--- src/rtl/wb_write_queue.sv ---
// wb_write_queue
//   In-order writeback queue that sits between a producer of register writes
//   and the register file write port.  Each accepted request {rd, data} is
//   queued and drained to the register file at one entry per clock.  Pending
//   entries can be forwarded to two read ports so that a reader never sees a
//   stale register value while its write is still queued.
//
// Handshake: a request is consumed at a rising edge of clk when wb_valid and
//   wb_ready are both 1 at that edge.  wb_ready depends only on queue
//   occupancy and reset, never on wb_valid.  Requests to x0 are consumed and
//   dropped.
//
// Ports
//   clk                    single clock, rising edge
//   rst                    asynchronous, active-low reset
//   wb_valid/wb_ready      writeback request handshake
//   wb_rd, wb_data         destination index and data of the request
//   rf_we/rf_waddr/rf_wdata  register-file write port (head of queue)
//   fwd_addr1/2            source indices being read this cycle
//   fwd_hit1/2, fwd_data1/2  forwarded data from the youngest matching entry
//   count                  number of valid queued entries
module wb_write_queue #(
    parameter int DEPTH = 4,
    parameter int XLEN  = 64
) (
    input  logic                     clk,
    input  logic                     rst,
    input  logic                     wb_valid,
    output logic                     wb_ready,
    input  logic [4:0]               wb_rd,
    input  logic [XLEN-1:0]          wb_data,
    output logic                     rf_we,
    output logic [4:0]               rf_waddr,
    output logic [XLEN-1:0]          rf_wdata,
    input  logic [4:0]               fwd_addr1,
    input  logic [4:0]               fwd_addr2,
    output logic                     fwd_hit1,
    output logic                     fwd_hit2,
    output logic [XLEN-1:0]          fwd_data1,
    output logic [XLEN-1:0]          fwd_data2,
    output logic [$clog2(DEPTH):0]   count
);

    localparam int PW = $clog2(DEPTH);
    localparam int CW = PW + 1;

    // Entry storage is not reset: only slots inside [head, head+count) are
    // ever looked at.
    logic [4:0]      rdMem   [DEPTH];
    logic [XLEN-1:0] dataMem [DEPTH];

    logic [PW-1:0] headPtr;
    logic [PW-1:0] tailPtr;

    logic doPush;
    logic doPop;
    logic notEmpty;

    assign notEmpty = (count != '0);

    // Full means no acceptance, even if the head pops on the same edge.
    assign wb_ready = rst && (count < CW'(DEPTH));
    assign doPush   = wb_valid && wb_ready && (wb_rd != 5'd0);
    assign doPop    = notEmpty;

    always_ff @(posedge clk or negedge rst) begin
        if (!rst) begin
            headPtr <= '0;
            tailPtr <= '0;
            count   <= '0;
        end else begin
            if (doPush) tailPtr <= tailPtr + 1'b1;
            if (doPop)  headPtr <= headPtr + 1'b1;
            case ({doPush, doPop})
                2'b10:   count <= count + 1'b1;
                2'b01:   count <= count - 1'b1;
                default: count <= count;
            endcase
        end
    end

    always_ff @(posedge clk) begin
        if (doPush) begin
            rdMem[tailPtr]   <= wb_rd;
            dataMem[tailPtr] <= wb_data;
        end
    end

    // The head is presented combinationally; the register file captures it
    // on the same edge that pops it.
    assign rf_we    = notEmpty;
    assign rf_waddr = notEmpty ? rdMem[headPtr]   : 5'd0;
    assign rf_wdata = notEmpty ? dataMem[headPtr] : '0;

    // Forwarding walks entries oldest to youngest so a later match overrides
    // an earlier one, leaving the youngest matching entry's data.  The head is
    // still included while it is being written.
    always_comb begin
        fwd_hit1  = 1'b0;
        fwd_hit2  = 1'b0;
        fwd_data1 = '0;
        fwd_data2 = '0;
        for (int i = 0; i < DEPTH; i++) begin
            if (CW'(i) < count) begin
                if ((fwd_addr1 != 5'd0) && (rdMem[headPtr + PW'(i)] == fwd_addr1)) begin
                    fwd_hit1  = 1'b1;
                    fwd_data1 = dataMem[headPtr + PW'(i)];
                end
                if ((fwd_addr2 != 5'd0) && (rdMem[headPtr + PW'(i)] == fwd_addr2)) begin
                    fwd_hit2  = 1'b1;
                    fwd_data2 = dataMem[headPtr + PW'(i)];
                end
            end
        end
    end

endmodule
--- config.mk ---
export PLATFORM = sky130hd
export DESIGN_NAME = wb_write_queue
export DESIGN_NICKNAME = d
export VERILOG_FILES = /design/src/rtl/wb_write_queue.sv
export SDC_FILE = /design/constraint.sdc
export NUM_CORES = 1
export LEC_CHECK = 0
export BUFFER_PORTS_ARGS = -buffer_cell sky130_fd_sc_hd__buf_4
export CAP_MARGIN = 20
export CORE_MARGIN = 2
export CORE_UTILIZATION = 45
export CTS_BUF_LIST = sky130_fd_sc_hd__clkbuf_16
export DETAILED_ROUTE_END_ITERATION = 6
export GPL_TIMING_DRIVEN = 1
export PLACE_DENSITY = 0.71
export SYNTH_ARGS = -nofsm -noshare
export SYNTH_HDL_FRONTEND = slang
export SYNTH_SLANG_ARGS = --single-unit
--- constraint.sdc ---
create_clock -name clk -period 5.7 [get_ports clk]
set_clock_uncertainty 0.15 [all_clocks]
set_input_delay 1.71 -clock clk [delete_from_list [all_inputs] [get_ports clk]]
set_output_delay 1.71 -clock clk [all_outputs]
set_load 0.02 [all_outputs]
==> results of run 1 <==
[per-stage QoR]
step                      worst slack (ns)  cells
after floorplan                    0.07616   2053
after global placement             -0.1164   2835
after detailed placement           -0.1032   2835
after CTS                         -0.01179   2899
after global routing              -0.03476   2913
final                              0.03126   2914
[cell usage after synthesis (9+ instances only)]
cell	n
edfxtp_1	276
nor3_1	253
nor2_1	212
mux2i_1	210
a211oi_1	170
a21oi_1	145
clkbuf_1	111
mux4_2	110
nor2b_1	109
inv_1	70
buf_2	59
a211oi_2	48
xnor2_1	34
and2_1	30
nand2_1	24
buf_1	20
o21ai_0	20
nor3b_1	19
mux2_2	18
nor3_2	18
a31oi_1	16
buf_4	12
xor2_1	11
ha_1	9
[per-layer routing]
metal  routed length, µm  part of all wire (%)  track usage (%)
met2               33670                    47            44.91
met4                3294                   4.6            14.54
met5                  26                 0.036                0
met1               27210                    38            35.29
met3                7637                    11            5.367
[power by group through the flow]
stage	Sequential, W	Clock, W	Combinational (W)
final	0.00267	0.00211	0.00926
after global routing	0.00270	0.00223	0.00976
after CTS	0.00269	0.00215	0.00899
after detailed placement	0.00273	0	0.00894
after global placement	0.00271	0	0.00880
after floorplan	0.00262	0	0.00613
[how the worst min path moves through the flow]
| stage | cells past startpoint | to |
|---|---|---|
| after detailed placement | 2 | tailPtr[0] |
| after CTS | 2 | tailPtr[0] |
| final | 2 | tailPtr[1] |
| after global placement | 2 | tailPtr[1] |
| after floorplan | 2 | tailPtr[1] |
| after global routing | 2 | tailPtr[1] |
[critical path, cell delays in order]
cell	delay (ns)
buf_4	0.14
inv_1	0.17
xnor2_1	0.11
nor4_2	0.34
buf_4	0.19
and2_4	0.27
buf_4	0.19
clkbuf_16	0.18
nor3_1	0.06
a211oi_2	0.24
buf_4	0.18
[registers in the layout (all words and copies together), names as in the netlist]
| name | count |
|---|---|
| rdMem | 20 |
| count | 3 |
| dataMem | 256 |
| tailPtr | 2 |
| headPtr | 2 |
[final cells by class]
class                   instances  area (µm²)  share of cell area [%]
multi-input cells            1493       12090                   46.15
flip-flops and latches        283        8471                   32.32
repair buffers                393        3530                   13.47
clock buffers                  35       875.8                   3.342
well taps                     607       759.5                   2.898
inverters                      70       267.8                   1.022
clock inverters                28       197.7                  0.7543
diodes                          5       12.51                 0.04774
[repair_timing]
| item | CTS | global route |
|---|---|---|
| setup endpoints to repair | 37 | 28 |
| pin swaps | 1 | 2 |
| buffers inserted | 0 | 7 |
| gates cloned | 1 | 3 |
| hold buffers | 0 | 0 |
| resized for setup | 1 | 10 |
[kinds of logic after synthesis]
| family | Yosys count | synth area share [%] |
|---|---|---|
| flip-flops | 283 | 39.56 |
| multiplexers | 338 | 22.35 |
| AND/OR/NAND/NOR | 690 | 16.46 |
| buffers and inverters | 278 | 5.644 |
| adder cells (fa/ha/maj) | 9 | 0.5264 |
| AO/OA/AOI/OAI | 410 | 13.60 |
| XOR/XNOR | 45 | 1.842 |
[cell usage in the layout (no fill, tap or decap), drive strengths merged, types with 7 or more instances in the layout]
master	instances
a21oi	145
dfrtp	7
edfxtp	276
ha	9
nor3	271
clkbuf	38
nor2b	109
a31oi	17
nand2	25
nor3b	19
inv	83
xor2	11
and2	31
mux4	110
buf	390
nor2	214
mux2i	210
o21ai	21
mux2	18
xnor2	34
clkinv	11
a211oi	218
==> results.ini, run 1 <==
[pwr]
p_int_w = 0.007377
p_per_area_nw_per_um2 = 536.1
power_w = 0.01405
switching_share_pct = 47.49
p_seq_share_pct = 19.0
p_leak_nw = 10.13
switchingPower_w = 0.006673
p_clk_share_pct = 15.0
ir_worst_vdd_uv = 413.1
power_frac_comb_pct = 65.9

[clock_tree]
clkSinkCount = 283
cts_buffers = 35
clock_latency_ns = 0.55
cts_root_buffer = clkbuf_16
cts_max_path_buffers = 3
htree_levels = 2
clk_pin_slew_worst_paths_ns = 0.06
tritoncts = built

[critical_path]
r2r-end = dataMem[2][31]
rrSetupSlack_ns = 2.74
cp-end-kind = primary output
cp.required_ns = 3.84
cp-startpoint = fwd_addr2[2]
worstPathMaxFanout = 11
r2r-start = count[2]
critPathArrivalTime_ns = 3.81
cp-start-kind = input pin
cp-endpoint = fwd_data2[39]
timing_worst_setup_path_type = in2out
r2r_cells = 5

[timing]
period_share_pct = 99.45
layout_min_cycle_time_ns = 5.669
setup_tns_ns = 0
hold_violations = 0
slew_viol_final = 0
slew_headroom_pct = 23.16
hold_ws_ns = 0.5029
max_freq_mhz = 176.4
setup_viol = 0
tightest_slew_ns = 1.153

[logic_synthesis]
ys_seq_elements = 283
synthDistinctLibCells = 51
synth_nets = 2144
synth_area_um2 = 21390
synth_top_area_share_pct = 38.74
syn_inst = 2053
ys_seq_area_share_pct = 39.56
synth_top_cell_by_area = edfxtp_1
synth-main-ff-cell = edfxtp_1
synth-async-reset-ratio_pct = 2.473
synth.avg_cell_area_um2 = 10.42
synth_edf_count = 276
synth_area_leaders = edfxtp_1 (39%), mux4_2 (12%), mux2i_1 (9.8%)
yosys_warnings = 0

[placement]
portBuffers = 285
dp_hpwl_um = 44900
place.gp.congestion = 0.8984
placed_area_um2 = 24910

[drt]
drtAntennaViolNets = 0
wl_per_cell_um = 24.65
via_per_inst = 6.501
vias = 18940
drc = 0
drt-initial-drc-count = 2158
wirelength_um = 71840
drt_pre_antenna_iters = 6

[status]
status = completed

[floorplanning]
num_rows = 79
die_x_um = 222.0
die-area_um2 = 49300
start_util_pct = 45.75
ioPinCount = 286
die_y_um = 222.0
core_um2 = 46750

[grt]
overflow = 0
grt_pass1_vias = 18660
grt_pass1_wl_um = 106400
antenna_found_initial = 7
grt_max_degree = 186
track_usage_pct = 27.72

[finish]
final_core_util_pct = 56.05
stdcell_area_um2 = 26210
syn_to_final_growth_pct = 22.51
layout.nets = 2367
layout-drive-gt1-share_pct = 31.10
fillers = 3868

[hold_path]
hold_path_class = reg2reg
hold_path_startpoint = tailPtr[1]

[flow_run]
drv_cap = 0

Note: power is estimated with default switching activity, not from simulation.
==> run 2, diff against run 1 <==
--- a/config.mk
+++ b/config.mk
@@ -5,7 +5,7 @@
 export SDC_FILE = /design/constraint.sdc
 export NUM_CORES = 1
 export LEC_CHECK = 0
-export BUFFER_PORTS_ARGS = -buffer_cell sky130_fd_sc_hd__buf_4
+export BUFFER_PORTS_ARGS = -buffer_cell sky130_fd_sc_hd__buf_2
 export CAP_MARGIN = 20
 export CORE_MARGIN = 2
 export CORE_UTILIZATION = 45
==> constraint.sdc (replaced) <==
create_clock -name clk -period 6.8 [get_ports clk]
set_clock_uncertainty 0.15 [all_clocks]
set_input_delay 2.04 -clock clk [delete_from_list [all_inputs] [get_ports clk]]
set_output_delay 2.04 -clock clk [all_outputs]
set_load 0.02 [all_outputs]
==> run 2 against run 1 <==
  * Non-clock buffer count decreased by 54
  * Largest power group unchanged
  * Critical path type unchanged
  * Core utilization decreased by 3.6 points
  * Combinational power decreased by 25%
  * Highest routed layer unchanged
  * Critical endpoint is now fwd_data1[27]
==> results.ini, run 2 (synthesis results as in run 1) <==
[finish]
final_common_cell = buf_2
layout.nets = 2308  ; -2.5%
reg_top3 = dataMem x256, rdMem x20, count x3
final_core_util_pct = 52.48  ; -3.6 points
syn_to_final_growth_pct = 14.71
layout-drive-gt1-share_pct = 26.77  ; -4.3 points
largest_reg_flops = 256  ; unchanged
fillers = 4042  ; +4.5%
final_cell_mix = buf_2 (285), edfxtp_1 (276), nor3_1 (253)
largest_register = dataMem

[timing]
slew_viol_final = 0  ; unchanged
rsz0062_at_grt = no
setup_viol = 0  ; unchanged
setup_tns_ns = 0  ; unchanged
period_share_pct = 97.81
tightest_slew_ns = 1.086  ; -0.06641 ns
worst_slack_ns = 0.1492  ; +0.1180 ns
hold_violations = 0  ; unchanged
layout_min_cycle_time_ns = 6.651
max_freq_mhz = 150.4
slew_headroom_pct = 27.59  ; +4.4 points

[floorplanning]
die_y_um = 222.0  ; unchanged
start_util_pct = 45.75  ; unchanged
core_um2 = 46750  ; unchanged
ioPinCount = 286  ; unchanged
die_x_um = 222.0  ; unchanged
num_rows = 79  ; unchanged
die-area_um2 = 49300  ; unchanged

[drt]
vias = 18530  ; -2.2%
drtAntennaViolNets = 0  ; unchanged
wl_per_cell_um = 24.06  ; -2.4%
drc = 0  ; unchanged
via_per_inst = 6.484  ; -0.26%
drt-initial-drc-count = 1689  ; -22%
drt_pre_antenna_iters = 5  ; -1
wirelength_um = 68730  ; -4.3%

[critical_path]
worstPathMaxFanout = 26  ; +15
cp.required_ns = 4.61  ; +0.77 ns
timing_worst_setup_path_type = in2out
critPathArrivalTime_ns = 4.46  ; +0.65 ns
cp-start-kind = input pin
cp-end-kind = primary output

[clock_tree]
cts_max_path_buffers = 3  ; unchanged
postCtsHoldBufs = 0  ; unchanged
cts_root_buffer = clkbuf_16
clock_latency_ns = 0.59  ; +0.04 ns
cts_buffers = 31  ; -11%
htree_levels = 1  ; -1
clk_pin_slew_worst_paths_ns = 0.06  ; about the same
clkSinkCount = 283  ; unchanged
tritoncts = built

[pwr]
ir_worst_vdd_uv = 395.3  ; -4.3%
p_seq_share_pct = 20.6  ; +1.6 points
p_leak_nw = 9.516  ; -6.1%
switchingPower_w = 0.005356  ; -20%
p_int_w = 0.005703  ; -23%
power_w = 0.01106  ; -21%
p_per_area_nw_per_um2 = 450.7  ; -16%
switching_share_pct = 48.43  ; +0.94 points
p_clk_share_pct = 16.3  ; +1.3 points
power_frac_comb_pct = 63.0  ; -2.9 points

[grt]
overflow = 0  ; unchanged
antenna_found_initial = 16  ; +9
grt_pass1_wl_um = 104200  ; -2.0%
grt_max_degree = 156  ; -16%
grt_pass1_vias = 18230  ; -2.3%
track_usage_pct = 26.94  ; -0.77 points

[placement]
portBuffers = 285  ; unchanged
place.gp.congestion = 0.8745  ; -2.7%
place_ws_ns = 0.1369  ; +0.2401 ns
dp_hpwl_um = 43400  ; -3.3%

[hold_path]
hold_path_class = reg2reg

[status]
status = completed

[flow_run]
drv_cap = 0  ; unchanged

## run 2: final cells by class
type / instances / area, µm² / share of cell area (%)
clock buffer: 31 / 775.7 / 3.161
multi-input combinational: 1492 / 11820 / 48.15
timing repair buffer: 339 / 2107 / 8.587
sequential: 283 / 8471 / 34.52
inverter: 70 / 267.8 / 1.091
tap: 607 / 759.5 / 3.095
clock inverter: 26 / 320.3 / 1.305
antenna: 9 / 22.52 / 0.09178
## run 2: through the flow
stage | instances | hold slack, ns | cell area (µm²)
4_1_cts | 2848 | 0.4853 | 24510
6_report | 2857 | 0.4916 | 24540
5_1_grt | 2854 | 0.5497 | 24530
3_5_place_dp | 2791 | 0.4722 | 23420
2_1_floorplan | 2053 | 0.4296 | 21390
3_3_place_gp | 2791 | 0.4573 | 23420
## run 2: critical path: stages
cell and delay, ns:
buf_2 0.23, nor2_1 0.14, and2_1 0.18, nor4_1 0.78, nor2_4 0.07, buf_4 0.29
a211oi_1 0.46, buf_2 0.26
## run 2: power groups by stage
stage	Sequential [W]	Clock [W]	Combinational [W]
floorplan	0.00220	0	0.00507
CTS	0.00228	0.00184	0.00687
detailed placement	0.00232	0	0.00684
global route	0.00231	0.00190	0.00743
global placement	0.00230	0	0.00671
finish	0.00228	0.00181	0.00697
## run 2: final timing paths
check                      slack [ns]              to  depth (start not counted)          from
hold reg to reg                  0.49        count[1]                          2      count[1]
min in group asynchronous        1.13      tailPtr[0]                          1           rst
setup reg to reg                 3.70  dataMem[3][52]                          5      count[2]
max in group asynchronous        5.18      headPtr[1]                          1           rst
setup / recovery                 0.15   fwd_data1[27]                          8  fwd_addr1[3]
hold / removal                   0.49        count[1]                          2      count[1]
## run 2: what timing repair did
item / in CTS / in global routing
gates resized for setup: 0 / 1
setup buffers: 0 / 0
setup endpoints to repair: 0 / 3
endpoints found under the hold margin: 0 / 0
## run 2: per-layer routing
metal | track usage (%) | vias to the layer above | share of wire [%]
met4 | 13.73 | 14 | 4.3
met1 | 33.38 | 8979 | 37
met2 | 44.08 | 1166 | 48
li1 | - | 8125 | -
met5 | 0 | - | 0.15
met3 | 6.321 | 241 | 11
==> run 3, diff against run 2 <==
--- a/config.mk
+++ b/config.mk
@@ -13,6 +13,7 @@
 export DETAILED_ROUTE_END_ITERATION = 6
 export GPL_TIMING_DRIVEN = 1
 export PLACE_DENSITY = 0.71
+export SKIP_CTS_REPAIR_TIMING = 1
 export SYNTH_ARGS = -nofsm -noshare
 export SYNTH_HDL_FRONTEND = slang
 export SYNTH_SLANG_ARGS = --single-unit
==> constraint.sdc (replaced) <==
create_clock -name clk -period 7.1 [get_ports clk]
set_clock_uncertainty 0.15 [all_clocks]
set_input_delay 1.065 -clock clk [delete_from_list [all_inputs] [get_ports clk]]
set_output_delay 1.065 -clock clk [all_outputs]
set_load 0.02 [all_outputs]
==> run 3 against run 2 <==
  * Largest power group unchanged
  * Register-to-register slack better by 0.17 ns
  * Global-route usage down 1.1 points
  * Final area down 2.2%
  * Die area unchanged
==> results.ini, run 3 (synthesis results as in run 1) <==
[timing]
slew_viol_final = 0  ; unchanged
hold_violations = 0  ; unchanged
rsz0062_at_grt = no
layout_min_cycle_time_ns = 6.113
hold_ws_ns = 0.1583  ; -0.3333 ns
slew_headroom_pct = 24.15  ; -3.4 points
tightest_slew_ns = 1.138  ; +0.05157 ns
worst_slack_ns = 0.9868  ; +0.8375 ns
period_share_pct = 86.10
setup_viol = 0  ; unchanged
max_freq_mhz = 163.6
setup_tns_ns = 0  ; unchanged

[drt]
wirelength_um = 66050  ; -3.9%
wl_met2_um = 31610  ; -3.2%
drt-initial-drc-count = 1959  ; +16%
vias = 18130  ; -2.1%
top_layer_used = met5
via_per_inst = 6.417  ; -1.0%
drtAntennaViolNets = 0  ; unchanged
met3_length_um = 5546  ; -26%
routedLengthMet1_um = 25880  ; +1.3%
drc = 0  ; unchanged
drt_pre_antenna_iters = 6  ; +1
wl_per_cell_um = 23.37  ; -2.9%

[grt]
grt_pass1_vias = 17810  ; -2.3%
antenna_found_initial = 10  ; -6
grt_pass1_wl_um = 100400  ; -3.7%
overflow = 0  ; unchanged
grt_max_degree = 100  ; -36%
track_usage_pct = 25.85  ; -1.1 points

[finish]
largest_reg_flops = 256  ; unchanged
layout.nets = 2283  ; -1.1%
layout-drive-gt1-share_pct = 26.02  ; -0.76 points
largest_register = dataMem
final_common_cell = buf_2
multi_input_area_um2 = 11810  ; about the same
final_cell_mix = buf_2 (285), edfxtp_1 (276), nor3_1 (253)
seq_area_um2 = 8471  ; unchanged
fillers = 4106  ; +1.6%
syn_to_final_growth_pct = 12.14
reg_top3 = dataMem x256, rdMem x20, count x3

[clock_tree]
cts_root_buffer = clkbuf_16
tritoncts = built
clock_latency_ns = 0.58  ; about the same
cts_buffers = 30  ; -3.2%
htree_levels = 1  ; unchanged
cts_max_path_buffers = 3  ; unchanged
clkSinkCount = 283  ; unchanged
clk_pin_slew_worst_paths_ns = 0.06  ; about the same

[floorplanning]
die_y_um = 222.0  ; unchanged
num_rows = 79  ; unchanged
start_util_pct = 45.75  ; unchanged
core_um2 = 46750  ; unchanged
die_x_um = 222.0  ; unchanged
die-area_um2 = 49300  ; unchanged
ioPinCount = 286  ; unchanged

[pwr]
p_clk_share_pct = 15.3  ; -1.0 points
p_leak_nw = 9.243  ; -2.9%
power_w = 0.01026  ; -7.2%
ir_worst_vdd_uv = 312.7  ; -21%
p_seq_share_pct = 21.8  ; +1.2 points
p_per_area_nw_per_um2 = 427.8  ; -5.1%
power_frac_comb_pct = 62.9  ; about the same
switching_share_pct = 49.02  ; +0.59 points
switchingPower_w = 0.005031  ; -6.1%
p_int_w = 0.005232  ; -8.3%

[critical_path]
cp-end-kind = primary output
cp.required_ns = 5.88  ; +1.27 ns
cp-start-kind = flop
worstPathMaxFanout = 68  ; +160%
timing_worst_setup_path_type = reg2out
critPathArrivalTime_ns = 4.90  ; +0.44 ns

[placement]
portBuffers = 285  ; unchanged
place.gp.congestion = 0.8708  ; -0.42%
dp_hpwl_um = 41560  ; -4.2%
place_ws_ns = 1.590  ; +1.453 ns

[hold_path]
hold_path_class = in2async

[status]
status = completed

[flow_run]
drv_cap = 0  ; unchanged

run 3: power groups by stage:
stage | Combinational, W | Clock [W] | Sequential [W]
2_1_floorplan | 0.00485 | 0 | 0.00210
3_3_place_gp | 0.00622 | 0 | 0.00225
3_5_place_dp | 0.00634 | 0 | 0.00227
4_1_cts | 0.00637 | 0.00160 | 0.00223
5_1_grt | 0.00687 | 0.00167 | 0.00227
6_report | 0.00646 | 0.00157 | 0.00223
run 3: per-stage QoR:
| stage | instances | utilization (%) | instance area (µm²) |
|---|---|---|---|
| finish | 2826 | 51.31 | 23990 |
| global route | 2823 | 51.29 | 23980 |
| CTS | 2819 | 51.20 | 23940 |
| detailed placement | 2765 | 49.08 | 22940 |
| global placement | 2765 | 49.08 | 22940 |
| floorplan | 2053 | - | 21390 |
run 3: final cells by class:
| class | count | share of cell area (%) |
|---|---|---|
| sequential | 283 | 35.31 |
| clock inverter | 23 | 0.9023 |
| clock buffer | 31 | 3.234 |
| antenna | 5 | 0.05216 |
| timing repair buffer | 315 | 6.989 |
| tap | 607 | 3.166 |
| inverter | 70 | 1.116 |
| multi-input combinational | 1492 | 49.23 |
run 3: path summary, 6_finish.rpt:
path	cells after the start	end	slack (ns)	startpoint
max in group asynchronous	1	headPtr[1]	6.46	rst
min reg2reg	2	tailPtr[1]	0.48	tailPtr[1]
max	8	fwd_data2[35]	0.99	headPtr[0]
min	1	count[1]	0.16	rst
min in group clk	2	tailPtr[1]	0.48	tailPtr[1]
max reg2reg	5	dataMem[0][11]	3.87	count[2]
run 3: critical path, cell delays in order (launching register included):
cell,delay (ns)
dfrtp_4,1.04
mux4_2,0.68
xnor2_1,0.35
nand4_4,0.73
buf_4,0.56
nor3_1,0.18
mux2i_1,0.13
a211oi_2,0.36
buf_2,0.23
run 3: per-layer routing:
metal | global-route usage [%] | vias up
li1 | - | 8073
met1 | 32.95 | 8855
met2 | 42.82 | 962
met3 | 4.161 | 234
met4 | 12.86 | 10
met5 | 0 | -
